--- config.mk ---
export PLATFORM = sky130hd
export DESIGN_NAME = fetch_queue
export DESIGN_NICKNAME = d
export VERILOG_FILES = /design/src/rtl/fetch_queue.sv
export SDC_FILE = /design/constraint.sdc
export NUM_CORES = 1
export LEC_CHECK = 0
export BUFFER_PORTS_ARGS = -buffer_cell sky130_fd_sc_hd__buf_2
export CELL_PAD_IN_SITES_DETAIL_PLACEMENT = 0
export CELL_PAD_IN_SITES_GLOBAL_PLACEMENT = 1
export CORE_MARGIN = 1
export CORE_UTILIZATION = 54
export DETAILED_ROUTE_END_ITERATION = 16
export GPL_TIMING_DRIVEN = 1
export PLACE_DENSITY = 0.82
export SLEW_MARGIN = 10
export SYNTH_ARGS = -nofsm -noshare
export SYNTH_HDL_FRONTEND = slang
export SYNTH_SLANG_ARGS = --single-unit
--- constraint.sdc ---
create_clock -name clk -period 11.3 [get_ports clk]
set_clock_uncertainty 0.05 [all_clocks]
set_input_delay 2.26 -clock clk [delete_from_list [all_inputs] [get_ports clk]]
set_output_delay 2.26 -clock clk [all_outputs]
set_load 0.005 [all_outputs]
--- src/rtl/fetch_queue.sv ---
// ---------------------------------------------------------------------------
// FetchQueue (module fetch_queue)
//
// Decode-side receiver for the fetch stage's {pc, pcplus4, instr} stream.
// It replaces a plain IF/ID register with a small circular FIFO of DEPTH
// entries. The oldest entry is presented show-ahead to decode. When the queue
// is full, stall is raised back to fetch. A branch redirect (flush) throws
// away every buffered wrong-path entry.
//
// Parameters:
//   DEPTH      number of entries (power of two, >= 2)
//   XLEN       width of pc, pcplus4 and instr
//
// Ports:
//   clk        rising-edge clock
//   rst        synchronous active-high reset
//   flush      redirect from execute; empties the queue
//   in_valid   fetch presents a real instruction this cycle
//   in_pc      fetch pc
//   in_pcplus4 fetch pc+4
//   in_instr   fetched instruction word
//   stall      queue full, fetch must hold its pc
//   d_valid    head entry valid for decode
//   d_ready    decode accepts the head entry this cycle
//   d_pc       head pc (0 when d_valid=0)
//   d_pcplus4  head pc+4 (0 when d_valid=0)
//   d_instr    head instruction (NOP 32'h00000013 when d_valid=0)
//   count      current occupancy, 0..DEPTH
//
// Optional feature:
//   FETCH_QUEUE_BYPASS_EN  when defined, an empty queue forwards the fetch
//                          inputs straight to decode in the same cycle.
// ---------------------------------------------------------------------------
module fetch_queue #(
  parameter int DEPTH = 4,
  parameter int XLEN  = 32
) (
  input  logic                     clk,
  input  logic                     rst,
  input  logic                     flush,
  input  logic                     in_valid,
  input  logic [XLEN-1:0]          in_pc,
  input  logic [XLEN-1:0]          in_pcplus4,
  input  logic [XLEN-1:0]          in_instr,
  output logic                     stall,
  output logic                     d_valid,
  input  logic                     d_ready,
  output logic [XLEN-1:0]          d_pc,
  output logic [XLEN-1:0]          d_pcplus4,
  output logic [XLEN-1:0]          d_instr,
  output logic [$clog2(DEPTH):0]   count
);

  localparam int AW = $clog2(DEPTH);
  localparam int CW = AW + 1;
  localparam logic [XLEN-1:0] NOP = XLEN'(32'h00000013);

  logic [AW-1:0]   wr_ptr;
  logic [AW-1:0]   rd_ptr;
  logic [CW-1:0]   occ;

  logic [XLEN-1:0] mem_pc      [DEPTH];
  logic [XLEN-1:0] mem_pcplus4 [DEPTH];
  logic [XLEN-1:0] mem_instr   [DEPTH];

  logic            enq;
  logic            deq;
  logic            head_valid;
  logic [XLEN-1:0] head_pc;
  logic [XLEN-1:0] head_pcplus4;
  logic [XLEN-1:0] head_instr;

  // Full is decoded from the registered occupancy only, so stall never
  // depends combinationally on d_ready or in_valid.
  assign stall = (occ == CW'(DEPTH));
  assign count = occ;

`ifdef FETCH_QUEUE_BYPASS_EN
  // An empty queue hands the incoming entry straight to decode; if decode
  // takes it this cycle it never needs to be written.
  logic byp_take;
  assign byp_take = (occ == '0) & ~flush & in_valid & d_ready;
  assign enq      = in_valid & ~stall & ~flush & ~byp_take;
`else
  assign enq      = in_valid & ~stall & ~flush;
`endif
  assign deq      = (occ != '0) & d_ready & ~flush;

  // Head selection: normally the storage entry at rd_ptr; with bypass the
  // fetch inputs when the queue is empty. Payload is zeroed (instr forced to
  // NOP) whenever nothing valid is being presented.
  always_comb begin
    head_valid   = (occ != '0);
    head_pc      = mem_pc[rd_ptr];
    head_pcplus4 = mem_pcplus4[rd_ptr];
    head_instr   = mem_instr[rd_ptr];
`ifdef FETCH_QUEUE_BYPASS_EN
    if (flush) begin
      head_valid = 1'b0;
    end else if (occ == '0) begin
      head_valid   = in_valid;
      head_pc      = in_pc;
      head_pcplus4 = in_pcplus4;
      head_instr   = in_instr;
    end
`endif
    d_valid   = head_valid;
    d_pc      = head_valid ? head_pc      : '0;
    d_pcplus4 = head_valid ? head_pcplus4 : '0;
    d_instr   = head_valid ? head_instr   : NOP;
  end

  // Pointer and occupancy state. Reset beats flush, flush beats traffic.
  // Pointers wrap naturally because DEPTH is a power of two.
  always_ff @(posedge clk) begin
    if (rst) begin
      wr_ptr <= '0;
      rd_ptr <= '0;
      occ    <= '0;
    end else if (flush) begin
      wr_ptr <= '0;
      rd_ptr <= '0;
      occ    <= '0;
    end else begin
      if (enq) wr_ptr <= wr_ptr + AW'(1);
      if (deq) rd_ptr <= rd_ptr + AW'(1);
      occ <= occ + CW'(enq) - CW'(deq);
    end
  end

  // Storage carries no reset; entries are only visible once counted.
  always_ff @(posedge clk) begin
    if (enq) begin
      mem_pc[wr_ptr]      <= in_pc;
      mem_pcplus4[wr_ptr] <= in_pcplus4;
      mem_instr[wr_ptr]   <= in_instr;
    end
  end

endmodule

* Yosys cells after proc, flatten, opt, wreduce, memory -nomap -nowiden
Memory sizes are Yosys's and may differ from the RTL's. A register that Yosys moved wholly into a read port is not among the register bits.
Index checks and enable logic that the tools add are counted.
** Word-level totals
- Bits in registers :: 7
- Memories kept :: 3
- Bits in latches :: 0
- Bits in read-only memories :: 0
- Word-level logic and storage cells :: 30
- Bits in writable memories :: 384
** Memories
- mem_instr :: depth 4, bits a word 32, read ports 1, clocked after Yosys merged registers in 1, write ports 1, line 64 : logic [XLEN-1:0] mem_instr [DEPTH];
- mem_pc :: depth 4, bits a word 32, read ports 1, clocked after Yosys merged registers in 1, write ports 1, line 62 : logic [XLEN-1:0] mem_pc [DEPTH];
- mem_pcplus4 :: depth 4, bits a word 32, read ports 1, clocked after Yosys merged registers in 1, write ports 1, line 63 : logic [XLEN-1:0] mem_pcplus4 [DEPTH];
** Operators by class
- Add/sub/neg operators :: 4
- Muxes and demuxes :: 11
- Div/mod/pow operators :: 0
- Shift operators :: 0
- Bitwise operators :: 6
- $lt $le $gt $ge :: 0
- Reduce and logical (&&, ||, !) cells :: 2
- Multiply operators :: 0
- Equal/unequal tests :: 1
** Operators by type and width (number)
- $mux W32 :: 3
- $mux W2 :: 6
- $add A2 B1 Y2 const B :: 2
- $and A1 B1 Y1 :: 4
- $add A3 B1 Y3 :: 1
- $eq A3 B3 Y1 const B :: 1
- $reduce_bool A3 Y1 :: 1
- $sub A3 B1 Y3 :: 1
- $mux W1 :: 2
- $not A1 Y1 :: 2
- $reduce_or A2 Y1 :: 1

* Logic depth before layout (Yosys ltp)
Gate-level depths: netlist (run 1).
- Depth in word-level cells :: 6
- Gate-level depth with buffers :: 12
- Gate-level depth less buffers :: 11

* Worst setup path after synthesis (run 1)
Ideal clock, no wire load.
- Path kind :: input-to-reg
- From :: input port in_valid
- To :: memory mem_instr[0][0], enable pin
- Path slack :: 5.946 ns
- Required time :: 10.784 ns
- Stages :: 2
- Arrival :: 4.838 ns
- Path through :: nor2b_1 > and3_1
** Between the ends
- Longest elaborated chain between the ends :: 4
** RTL lines
- start: declaration :: line 41 : input logic in_valid,
- $and A1 B1 Y1 (2 in a row) :: line 85 : assign enq = in_valid & ~stall & ~flush;
- $mux W1 :: line 133 : if (enq) begin
- $mux W1 (not written as such) :: line 136 : mem_instr[wr_ptr] <= in_instr;
- end: declaration :: line 64
Every way passes these cells.

* Final worst setup path (run 1)
- From :: register occ[1] (netlist: count[1])
- To :: output port d_instr[19]
** Between the ends
- Longest elaborated chain between the ends :: 2
** RTL lines
- start: declaration :: line 60 : logic [CW-1:0] occ;
- start signal: assignment :: line 127 : occ <= occ + CW'(enq) - CW'(deq);
- $reduce_bool A3 Y1 :: line 93 : head_valid = (occ != '0);
- $mux W32 :: line 110 : d_instr = head_valid ? head_instr : NOP;
- end: declaration :: line 50 : output logic [XLEN-1:0] d_instr,
Every way passes these cells.

==> results of run 1 <==
==> worst register-to-register path, stage by stage (launching register included) <==
cell     delay, ns
dfxtp_1       0.48
or3b_1        0.35
and3_4        0.73
buf_4         0.78
==> state kept, by name (all words and copies together), names as in the netlist, named ones only <==
name and cells:
count 3, mem_instr 128, mem_pc 128, mem_pcplus4 128, rd_ptr 2, wr_ptr 2
==> power by group through the flow <==
stage / Combinational [mW] / Clock (mW) / Sequential (mW)
2_1_floorplan: 0.0541 / 0 / 1.66
3_3_place_gp: 0.110 / 0 / 1.66
3_5_place_dp: 0.116 / 0 / 1.66
4_1_cts: 0.117 / 1.21 / 1.63
5_1_grt: 0.126 / 1.26 / 1.63
6_report: 0.114 / 1.18 / 1.63
==> Yosys cell counts <==
library cell / n / share of area (%)
and2_1: 96 / 4.0
and3_1: 4 / 0.17
buf_12: 1 / 0.13
buf_2: 11 / 0.37
buf_6: 5 / 0.38
clkbuf_1: 16 / 0.40
dfxtp_1: 9 / 1.2
edfxtp_1: 384 / 77
fa_1: 1 / 0.13
ha_1: 6 / 0.50
inv_1: 7 / 0.18
mux4_2: 96 / 14
nand2_1: 2 / 0.050
nand4_1: 2 / 0.084
nor2_1: 2 / 0.050
nor2b_1: 1 / 0.042
nor3_1: 5 / 0.17
o21ai_0: 2 / 0.067
o311ai_0: 1 / 0.059
o31ai_1: 1 / 0.050
or2_1: 3 / 0.13
or3b_1: 1 / 0.059
xnor2_1: 2 / 0.12
xor2_1: 2 / 0.12
==> placed cells by master, fill, tap and decap left out <==
| cell | count |
|---|---|
| and2_1 | 96 |
| and3_4 | 4 |
| buf_2 | 201 |
| buf_4 | 8 |
| bufinv_16 | 2 |
| clkbuf_1 | 9 |
| clkbuf_16 | 39 |
| clkinv_1 | 11 |
| clkinv_2 | 7 |
| clkinvlp_4 | 1 |
| dfxtp_1 | 7 |
| dfxtp_4 | 2 |
| diode_2 | 7 |
| edfxtp_1 | 384 |
| fa_1 | 1 |
| ha_1 | 6 |
| inv_1 | 6 |
| inv_2 | 1 |
| inv_6 | 1 |
| mux4_2 | 96 |
| nand2_1 | 2 |
| nand4_1 | 2 |
| nor2_1 | 2 |
| nor2b_1 | 1 |
| nor3_1 | 5 |
| o21ai_0 | 2 |
| o311ai_0 | 1 |
| o31ai_1 | 1 |
| or2_1 | 3 |
| or3b_1 | 1 |
| xnor2_1 | 2 |
| xor2_1 | 2 |
==> stage by stage <==
stage          std cells  power [mW]  worst slack (ns)  hold WS, ns
2_1_floorplan        660        1.71              5.95        0.419
3_3_place_gp        1208        1.77              6.53        0.426
3_5_place_dp        1208        1.78              6.47        0.458
4_1_cts             1278        2.95              5.92        0.466
5_1_grt             1281        3.02              5.79        0.499
6_report            1285        2.92              6.01        0.475
==> final cells by class <==
class | instances | area [um^2] | share of cell area, %
inverters | 7 | 26.3 | 0.150
multi-input cells | 227 | 3050 | 17.4
diodes | 7 | 17.5 | 0.100
clock buffers | 48 | 1010 | 5.77
clock inverters | 22 | 153 | 0.872
repair buffers | 209 | 1070 | 6.09
well taps | 372 | 465 | 2.66
flip-flops and latches | 393 | 11700 | 66.9
==> worst min-delay path by stage <==
stage	startpoint	end	cells past startpoint
after global routing	wr_ptr[1]	wr_ptr[1]	2
final	wr_ptr[1]	wr_ptr[1]	2
after floorplan	wr_ptr[1]	wr_ptr[1]	2
after detailed placement	wr_ptr[1]	wr_ptr[1]	2
after CTS	wr_ptr[1]	wr_ptr[1]	2
after global placement	wr_ptr[1]	wr_ptr[1]	2
==> kinds of logic (layout without fill, tap and decap cells) <==
family                     Yosys count  in the layout
DFF                                393            393
and+or+nand+nor                    116            116
muxes                               96             96
buffers and inverters               40            286
adders and majority gates            7              7
AOI/OAI and AO/OA                    4              4
xor gates and xnor gates             4              4
other                                0              7
==> per-layer routing <==
layer	vias up	GRT usage (%)
met3	49	4.96
met1	3685	27.3
li1	3144	-
met5	-	0
met4	2	5.97
met2	263	33.9
==> qor.yml, run 1 <==
status:
  outcome: "completed"
die:
  start_util_pct: 55.2
  die_height_um: 168
  die_x_um: 168
  std_cell_rows: 60
  i_o_pins: 202
  die-area_um2: 28400
  core_area_um2: 27100
pwr:
  p_leak_nw: 6.00
  comb_power_share_pct: 3.9
  sw_frac_of_total_pct: 19.5
  seqPwrFrac_pct: 55.7
  worst_ir_drop_vdd_mv: 0.145
  power_frac_clock_pct: 40.4
  internal_power_contribution_mw: 2.35
  powerDensity_nw_per_um2: 167
  p_switching_mw: 0.569
timing:
  max_slew_margin_pct: 29.5
  endpoints_failing_hold: 0
  worst-slew-pin-transition_ns: 1.06
  fin_setup_tns_ns: 0
  rsz0062_at_grt: "no"
  max_freq_ghz: 0.189
  post-route-min-period_ns: 5.29
  setup_viol: 0
  timing.final.crit_share_pct: 46.8
  final_max_slew_viol_count: 0
cells_and_area:
  finish.instance_area_um2: 17500
  fraction_of_layout_instances_using_a_drive_strength_above_1_pct: 40.0
  num-fill-cells: 1834
  fin_nets: 985
  area_delta_synth_final_pct: 17.0
  utilization_pct: 64.6
critical_path:
  end_kind: "output port"
  path_class: "reg -> out"
  crit_required_ns: 8.99
  kind_of_cell_with_the_highest_combined_delay_on_the_critical_path: "buffers and inverters"
  critical_path.reg2reg.endpoint: "mem_pcplus4[1][23]"
  critPathBufInv: 3
  crit_path_max_incr_delay_ns: 0.69
  worstSetupEndpoint: "d_instr[19]"
  cells_along_the_critical_path: "nor3_1, inv_2, buf_4, and2_1, buf_2"
  worst-path-stages: 5
  arrival_ns: 2.98
  cpMaxStageDelayCell: "nor3_1"
  reg2reg_setup_slack_ns: 8.49
  crit_path_max_fanout: 56
  worst_setup_path_startpoint: "count[1]"
  rr_worst_depth: 3
  start_kind: "register"
  regToRegStartpoint: "count[1]"
grt:
  global_route.usage.total_pct: 20.5
  grt_pass1_wl_um: 43000
  grt_antenna_before_repair: 8
  grt_start_max_net_pins: 70
  grt_overflow: 0
  number_of_global_route_vias_before_repair: 7590
detailed_routing:
  met2WireLength_um: 14000
  drtIter0Drc: 572
  drc_errors: 0
  first_pass_iters: 5
  vias: 7143
  met3RoutedLength_um: 2190
  drt-vias-per-instance: 5.56
  avgRoutedWirePerCell_um: 22.1
  antenna_violating_nets_post_route: 0
  wl_um: 28400
  highest-signal-layer: "met5"
  routedLengthMet1_um: 11600
clock_tree:
  post-cts-setup-buffers: 0
  cts_repair_resize_count: 0
  hold_buffers: 0
  cts_max_level: 2
  clkSlewWorstSetupHoldPaths_ns: 0.06
  tritoncts: "built"
  clock_latency_ns: 0.52
  tritoncts_num_sinks: 393
  cts.path.max_buffers: 3
  cts_bufs_inserted: 39
  clock_root_buffer: "clkbuf_16"
synthesis:
  sequential_area_share_after_synthesis_pct: 78.3
  synth_simple_gate_area_share_pct: 4.76
  synthCells: 660
  synth_xor_area_share_pct: 0.234
  synth_top_family_by_area: "multiplexers"
  synth-compound-area-share_pct: 0.176
  yosys-mux-area-fraction_pct: 14.5
  synth.yosys.warnings: 0
  yosys.area_share.adder_pct: 0.636
  netlist_area_um2: 15000
  synth_fp_nets: 768
  post_synth.cell_area_avg_um2: 22.7
  synth.ff_latch_count: 393
  ys_types: 24
place:
  io_buffers: 201
  dp.final_hpwl_um: 16800
  globalplace.congestion: 0.724
  placedInstanceArea_um2: 16300
min_path:
  hold_class: "reg -> reg"
job:
  timing.max_cap.violations: 0
Note: power is estimated with default switching activity, not from simulation.
==> run 2: changes to the inputs <==
Settings changed: CORE_UTILIZATION 54 to 50, PLACE_DENSITY 0.82 to 0.76.
Clock period 11.3 ns to 5.55 ns, I/O delays scaled along.
==> qor.yml, run 2 (synthesized netlist as in run 1, its figures left out) <==
status:
  outcome: "completed"
clock_tree:
  clock_latency_ns: 0.51
  post-cts-setup-buffers: 0
  cts_max_level: 2
  hold_buffers: 0
  tritoncts_num_sinks: 393
  clkSlewWorstSetupHoldPaths_ns: 0.06
  clock_root_buffer: "clkbuf_16"
  cts_repair_resize_count: 0
  tritoncts: "built"
  cts_bufs_inserted: 40
  cts.path.max_buffers: 3
grt:
  global_route.usage.total_pct: 19.7
  grt_antenna_before_repair: 8
  grt_pass1_wl_um: 44900
  number_of_global_route_vias_before_repair: 7715
  grt_start_max_net_pins: 69
  grt_overflow: 0
timing:
  endpoints_failing_hold: 0
  max_freq_ghz: 0.247
  timing.final.crit_share_pct: 73.0
  whs_ns: 0.452
  layout_setup_ws_ns: 1.50
  setup_viol: 0
  worst-slew-pin-transition_ns: 1.07
  fin_setup_tns_ns: 0
  max_slew_margin_pct: 28.8
  final_max_slew_viol_count: 0
  post-route-min-period_ns: 4.05
  rsz0062_at_grt: "no"
detailed_routing:
  drt-vias-per-instance: 5.46
  drc_errors: 0
  avgRoutedWirePerCell_um: 22.4
  antenna_violating_nets_post_route: 0
  first_pass_iters: 5
  drtIter0Drc: 588
  wl_um: 29100
  vias: 7091
cells_and_area:
  area_delta_synth_final_pct: 18.1
  fin_nets: 992
  final_common_cell: "edfxtp_1"
  leading_cell_types_in_the_layout_fill_and_taps_excluded: "edfxtp_1, buf_2, mux4_2, and2_1, clkbuf_16"
  finish.instance_area_um2: 17700
  registers_with_the_most_flip_flops: "mem_instr (128), mem_pc (128), mem_pcplus4 (128)"
  num-fill-cells: 2098
  fraction_of_layout_instances_using_a_drive_strength_above_1_pct: 40.9
place:
  dp.final_hpwl_um: 17700
  globalplace.congestion: 0.785
  placedInstanceArea_um2: 16400
  io_buffers: 201
  dp_worst_setup_slack_ns: 2.00
critical_path:
  start_kind: "register"
  arrival_ns: 2.89
  cpMaxStageDelayCell: "buf_4"
  critPathBufInv: 4
  end_kind: "output port"
  path_class: "reg -> out"
  crit_path_max_incr_delay_ns: 0.60
  crit_required_ns: 4.39
  cp_common_cell: "buf_4"
  cells_along_the_critical_path: "nor3_1, buf_4, inv_2, buf_4, and2_1, buf_2"
  crit_path_max_fanout: 55
  kind_of_cell_with_the_highest_combined_delay_on_the_critical_path: "buffers and inverters"
die:
  std_cell_rows: 62
  die_x_um: 175
  die-area_um2: 30600
  start_util_pct: 51.4
  i_o_pins: 202
  die_height_um: 175
  core_area_um2: 29100
pwr:
  worst_ir_drop_vdd_mv: 0.184
  p_leak_nw: 6.08
  powerDensity_nw_per_um2: 346
job:
  timing.max_cap.violations: 0
min_path:
  hold_class: "reg -> reg"
## run 2: cell count changes in the layout (fill, tap and decap cells not counted)
cell,change
diode_2,-4
clkinv_2,+1
clkbuf_16,+2
clkinv_1,-6
buf_12,+1
buf_4,+5
bufinv_16,+2
## run 2: metal layers
layer / GRT usage [%] / vias to the layer above / wire [um]
met3: 4.79 / 50 / 2040
li1: - / 3147 / -
met5: 0 / - / 42
met4: 5.18 / 8 / 522
met1: 28.0 / 3654 / 12800
met2: 30.7 / 232 / 13700
## run 2: cell type report
type / instances / area [um^2] / area share, %
repair buffers: 215 / 1120 / 6.36
multi-input cells: 227 / 3050 / 17.3
flip-flops and latches: 393 / 11700 / 66.4
well taps: 384 / 480 / 2.72
clock inverters: 19 / 195 / 1.11
diodes: 3 / 7.51 / 0.0425
clock buffers: 50 / 1060 / 6.00
inverters: 7 / 26.3 / 0.149
## run 2: through the flow
stage | utilization, % | cells | total power [mW]
floorplan | - | 660 | 3.49
CTS | 60.7 | 1295 | 6.18
global route | 60.7 | 1295 | 6.31
detailed placement | 56.4 | 1226 | 3.62
global placement | 56.4 | 1226 | 3.61
finish | 60.7 | 1298 | 6.12
## run 2: path summary, 6_finish.rpt
kind	to	from	slack (ns)	depth (start not counted)
setup reg to reg	count[2]	count[2]	2.81	11
hold reg to reg	wr_ptr[0]	wr_ptr[0]	0.45	2
hold / removal	wr_ptr[0]	wr_ptr[0]	0.45	2
setup / recovery	d_instr[12]	count[1]	1.50	6
## run 2: worst reg2reg max path: stages (launching register included)
cell     delay, ns
dfxtp_1       0.43
or3b_1        0.52
and2_1        0.22
inv_1         0.06
ha_1          0.23
inv_1         0.06
ha_1          0.13
inv_1         0.05
fa_1          0.42
xnor2_1       0.16
xnor2_1       0.14
and2_1        0.16
## run 2: where the power goes
group	internal, mW	leakage (nW)	switching, mW	total (mW)
registers	3.30	3.56	0.0134	3.32
clock network	1.54	0.616	1.03	2.57
logic	0.109	1.91	0.128	0.237
total	4.95	6.08	1.17	6.12
